### src/rtl/vending_pkg.sv
// Shared types and constants for the vending machine change path.
`default_nettype none

package vending_pkg;

  typedef enum logic [2:0] {
    IDLE     = 3'd0,
    CALC     = 3'd1,
    SEL      = 3'd2,
    REQ      = 3'd3,
    WAIT_REL = 3'd4,
    DONE     = 3'd5,
    ERR      = 3'd6
  } state_t;

  localparam logic [11:0] COIN_SMALL_VAL = 12'd100;
  localparam logic [11:0] COIN_BIG_VAL   = 12'd500;
  localparam logic [11:0] MAX_VUELTO_VAL = 12'd1500;

  function automatic logic is_multiple(input logic [11:0] value, input logic [11:0] step);
    return (value % step) == 12'd0;
  endfunction

endpackage

`default_nettype wire

### src/rtl/controlador_vuelto.sv
// Change dispenser controller: computes change and pays it as big/small coins over a req/ack ejector.
// Optional ACK_TIMEOUT_EN aborts a transaction when an ack edge does not arrive in time.
`default_nettype none

module controlador_vuelto
  import vending_pkg::*;
#(
  parameter logic [11:0] MAX_VUELTO  = MAX_VUELTO_VAL,
  parameter logic [11:0] COIN_BIG    = COIN_BIG_VAL,
  parameter logic [11:0] COIN_SMALL  = COIN_SMALL_VAL,
  parameter logic [7:0]  ACK_TIMEOUT = 8'd255
) (
  input  logic        clk,
  input  logic        rst_n,
  input  logic        start,
  input  logic [11:0] credito,
  input  logic [11:0] precio,
  input  logic        coin_ack,
  output logic        coin_req,
  output logic        coin_sel,
  output logic [11:0] vuelto,
  output logic        disp_en,
  output logic        busy,
  output logic        done,
  output logic        error
);

  state_t      state;
  logic [11:0] cred_q;
  logic [11:0] prec_q;
  logic [11:0] diff;
  logic [11:0] coin_val;

  assign diff     = cred_q - prec_q;
  assign coin_val = coin_sel ? COIN_BIG : COIN_SMALL;

`ifdef ACK_TIMEOUT_EN
  logic [7:0] ack_cnt;
  logic       ack_expired;
  assign ack_expired = (ack_cnt == ACK_TIMEOUT - 8'd1);
`else
  logic unused_timeout;
  assign unused_timeout = ^ACK_TIMEOUT;
`endif

  always_ff @(posedge clk or negedge rst_n) begin
    if (!rst_n) begin
      state    <= IDLE;
      cred_q   <= '0;
      prec_q   <= '0;
      vuelto   <= '0;
      coin_req <= 1'b0;
      coin_sel <= 1'b0;
      disp_en  <= 1'b0;
      busy     <= 1'b0;
      done     <= 1'b0;
      error    <= 1'b0;
`ifdef ACK_TIMEOUT_EN
      ack_cnt  <= '0;
`endif
    end else begin
      done  <= 1'b0;
      error <= 1'b0;
`ifdef ACK_TIMEOUT_EN
      ack_cnt <= '0;
`endif
      case (state)
        IDLE: begin
          if (start) begin
            cred_q  <= credito;
            prec_q  <= precio;
            busy    <= 1'b1;
            disp_en <= 1'b1;
            state   <= CALC;
          end
        end
        CALC: begin
          // diff is only meaningful once the ordering check has passed
          if ((cred_q < prec_q) || (diff > MAX_VUELTO) || !is_multiple(diff, COIN_SMALL)) begin
            error   <= 1'b1;
            disp_en <= 1'b0;
            state   <= ERR;
          end else begin
            vuelto <= diff;
            if (diff == 12'd0) begin
              done  <= 1'b1;
              state <= DONE;
            end else begin
              state <= SEL;
            end
          end
        end
        SEL: begin
          coin_sel <= (vuelto >= COIN_BIG);
          coin_req <= 1'b1;
          state    <= REQ;
        end
        REQ: begin
          if (coin_ack) begin
            vuelto   <= vuelto - coin_val;
            coin_req <= 1'b0;
            state    <= WAIT_REL;
`ifdef ACK_TIMEOUT_EN
          end else if (ack_expired) begin
            coin_req <= 1'b0;
            error    <= 1'b1;
            disp_en  <= 1'b0;
            state    <= ERR;
          end else begin
            ack_cnt <= ack_cnt + 8'd1;
`endif
          end
        end
        WAIT_REL: begin
          if (!coin_ack) begin
            if (vuelto == 12'd0) begin
              done  <= 1'b1;
              state <= DONE;
            end else begin
              state <= SEL;
            end
`ifdef ACK_TIMEOUT_EN
          end else if (ack_expired) begin
            error   <= 1'b1;
            disp_en <= 1'b0;
            state   <= ERR;
          end else begin
            ack_cnt <= ack_cnt + 8'd1;
`endif
          end
        end
        DONE: begin
          busy  <= 1'b0;
          state <= IDLE;
        end
        ERR: begin
          busy  <= 1'b0;
          state <= IDLE;
        end
        default: begin
          busy  <= 1'b0;
          state <= IDLE;
        end
      endcase
    end
  end

endmodule

`default_nettype wire

### config.mk
export PLATFORM = sky130hd
export DESIGN_NAME = controlador_vuelto
export DESIGN_NICKNAME = d
export VERILOG_FILES = /design/src/rtl/vending_pkg.sv /design/src/rtl/controlador_vuelto.sv
export SDC_FILE = /design/constraint.sdc
export NUM_CORES = 1
export LEC_CHECK = 0
export ABC_AREA = 1
export BUFFER_PORTS_ARGS = -buffer_cell sky130_fd_sc_hd__buf_2
export CAP_MARGIN = 20
export CORE_UTILIZATION = 34
export CTS_BUF_LIST = sky130_fd_sc_hd__clkbuf_4
export DETAILED_ROUTE_END_ITERATION = 10
export GPL_TIMING_DRIVEN = 0
export PLACE_DENSITY_LB_ADDON = 0.12
export SLEW_MARGIN = 20
export SYNTH_ARGS = -nofsm -noshare
export SYNTH_HDL_FRONTEND = slang
export SYNTH_SLANG_ARGS = --single-unit
### constraint.sdc
create_clock -name clk -period 10.2 [get_ports clk]
set_input_delay 0.51 -clock clk [delete_from_list [all_inputs] [get_ports clk]]
set_output_delay 0.51 -clock clk [all_outputs]
set_load 0.05 [all_outputs]
==> impl_results.md <==
- Status: finished clean
- Largest net degree at the start of global routing: 46
- Clock Tree Buf Depth: 2
- Drt total wl: a little over 9 mm
- Core area: 11080 sq um
- IO Port Bufs: 45
- DRC viols: 0
- Place WS: roughly 5 ns
- Antenna-violating nets left: 0
- Cell family with most CP delay: simple AND/OR/NAND/NOR gates
- Post-synthesis average cell area: 7.039 sq um
- #FFs+latches synth: 45
- Synth Area in Compound Gates: between 10% and 20%
- First-pass DRT Iterations: 5
- Grt ovf: 0
- Crit-path most repeated cell: nand2_1
- Adder-Cell Fraction of Synth Area: 6.210%
- Drt via density: 4.744
- DRT iter0 DRCs: around 150
- CTS Hold Bufs: 0
- Simple-Gate Fraction of Synth Area: between 30% and 40%
- Final period util: 50.63%
- Pin slew with the least headroom to its limit: 0.9017 ns
- Syn Inst Count: 561
- Worst setup EP type: register
- Final #Nets: 660
- Die height: 109.8 um
- Crit path buf inv count: 5
- Cts repair resizes: 0
- CTS clk-pin slew, worst paths: 0.14 ns
- Fin worst setup slack: 5.036 ns
- Relative slew slack: 39.43%
- Routed wire per std cell: 12.31 um
- Hold Fails Final Rpt: 0
- CP max FO: 10
- Vias in the first global route: around 3500
- Crit path kind: reg -> reg
- DP HPWL: 7.568 mm
- Effective utilization at floorplan: 35.64%
- YS warnings: 0
- Placer Congestion: between 0.8 and 0.9
- CP peak stage delay: 0.42 ns
- CTS Buf Count: 5
- Crit path DAT: approximately 5.5 ns
- Xor and xnor area share after synthesis: 2.662%
- Post-synthesis mux area share: 3.137%
- # Max-Cap Violations: 0
- Primary FF master, synth: dfrtp_1
- WP data required: 10.49 ns
- N_diodes: 0
- Setup violators final: 0
- H-tree depth: 2
- CTS sink cnt: 45
- Area Growth Syn to Fin: 11.57%
- Post-CTS setup buffers: 0
- Post-synth EDFFs: 0
- Slew Viols, Final: 0
- Initial antenna violation count: 0
- Layout cell share with drive strength beyond 1: 24.80%
- Slowest cell on crit path: dfrtp_1
- Largest family of logic cells by synthesized area: simple AND/OR/NAND/NOR gates
- Final setup TNS: 0 ns
- Sequential-to-total area share from yosys stat: 28.52%
- Clock period minus worst slack: just over 5 ns
- Die X: roughly 110 um
- CP startpoint kind: register
- CTS root buffer: clkbuf_4
- Clock skew: 0.01554 ns
- First-pass GRT wire length: 16.20 mm
- Synth async-reset ratio: 100.0%
- Syn_nets: between 600 and 700
- Vias: 3572
- Skew-Pair Late Insertion Delay: 0.35 ns
- Io pins: 46
- Die area: 12050 sq um
- Row cnt: 38
- CTS tree: yes
- Area of the mapped netlist: just under 4000 sq um
- RSZ-0062 raised after global routing: false
- Hold Crit Class: in -> async
- FMAX: around 0.19 GHz
- Synth cell types: 41
- Total GRT Usage: 17.00%
-- cells in the mapped netlist, types with 4 or more instances --
library cell	number	area share, %
a21oi_1	28	3.5
o21ai_2	11	2.4
dfrtp_1	45	29
nand4_1	15	2.4
nand3_1	31	3.9
nand2_4	6	1.7
ha_1	18	5.7
inv_1	85	8.1
o21ai_1	4	0.51
nand2_1	117	11
nand2_2	35	5.5
mux2_2	11	3.1
nor2_2	4	0.63
nand3_2	6	1.5
xor2_1	10	2.2
nor3_1	7	0.89
nor2_1	56	5.3
o21ai_0	19	2.4
o211ai_1	4	0.76
clkbuf_1	5	0.48
inv_2	15	1.4
-- worst register-to-register path: cells and delay by family, from the launching register on --
| kind | cells | cell delay, ns |
|---|---|---|
| adder cells (fa/ha/maj) | 2 | 0.62 |
| buffers and inverters | 5 | 0.48 |
| AND/OR/NAND/NOR | 22 | 2.28 |
| AO/OA/AOI/OAI | 7 | 1.31 |
| flip-flops | 1 | 0.42 |
-- per-layer routing --
metal	global-route usage, %	up-vias	share of wire (%)	wire [um]
li1	-	1903	-	-
met5	0	-	0	0
met2	28.26	45	45	4185
met3	1.600	2	2.3	211
met1	23.99	1622	52	4825
met4	3.333	0	0.49	45
-- metrics by stage --
stage               std cells  utilization [%]  cell area [sq um]  hold slack [ns]
floorplan                 561                -               3949           0.2144
global placement          746            39.26               4349           0.4614
detailed placement        746            39.26               4349           0.4793
CTS                       753            39.74               4403           0.3458
global route              753            39.77               4405           0.1774
finish                    753            39.77               4405           0.1444
-- registers in the layout, summed over array words and instances (netlist names) --
| name | cells |
|---|---|
| cred_q | 12 |
| prec_q | 12 |
| vuelto | 12 |
| state | 3 |
| busy | 1 |
| coin_req | 1 |
| coin_sel | 1 |
| disp_en | 1 |
| done | 1 |
| error | 1 |
-- placed cells by master, fill, tap and decap left out, types with 6 or more instances in the layout --
cell	Yosys	final
nor2_1	56	56
clkbuf_4	0	6
o21ai_2	11	11
a21oi_1	28	28
o21ai_0	19	19
inv_2	15	15
nand4_1	15	15
nor3_1	7	7
inv_1	85	85
ha_1	18	18
buf_2	0	44
nand2_4	6	6
xor2_1	10	10
nand3_2	6	6
nand2_1	117	117
dfrtp_1	45	45
mux2_2	11	11
nand2_2	35	35
nand3_1	31	31
-- worst paths after layout --
check                                           start                    end  slack (ns)  cells after the start
worst max-delay path            prec_q[0]$_DFFE_PN0P_  vuelto[6]$_DFFE_PN0P_        5.04                     36
worst min-delay path                            rst_n  prec_q[6]$_DFFE_PN0P_        0.14                      1
worst max register to register  prec_q[0]$_DFFE_PN0P_  vuelto[6]$_DFFE_PN0P_        5.04                     36
worst min register to register    disp_en$_DFFE_PN0P_    disp_en$_DFFE_PN0P_        0.51                      2
max in group asynchronous                       rst_n  cred_q[1]$_DFFE_PN0P_        9.67                      1
min in group clk                            precio[0]  prec_q[0]$_DFFE_PN0P_        0.38                      2
-- layout make-up --
cell class / count / area [sq um]
buffer: 7 / 41.29
clock buffer: 6 / 45.04
clock inverter: 1 / 8.758
fill: 1200 / 6673
inverter: 101 / 379.1
multi-input combinational: 408 / 2402
sequential: 45 / 1126
tap: 140 / 175.2
timing repair buffer: 45 / 227.7
-- cell families (layout without fill, tap and decap cells) --
logic type               Yosys count  count (layout)
flip-flops                        45              45
multiplexers                      11              11
AND/OR/NAND/NOR                  286             286
AO/OA/AOI/OAI                     80              80
XOR/XNOR                          12              12
buffers and inverters            108             160
adder cells (fa/ha/maj)           19              19
Power is not shown: default switching activity piles up to over one toggle a cycle in this logic, so the estimate is an artifact.
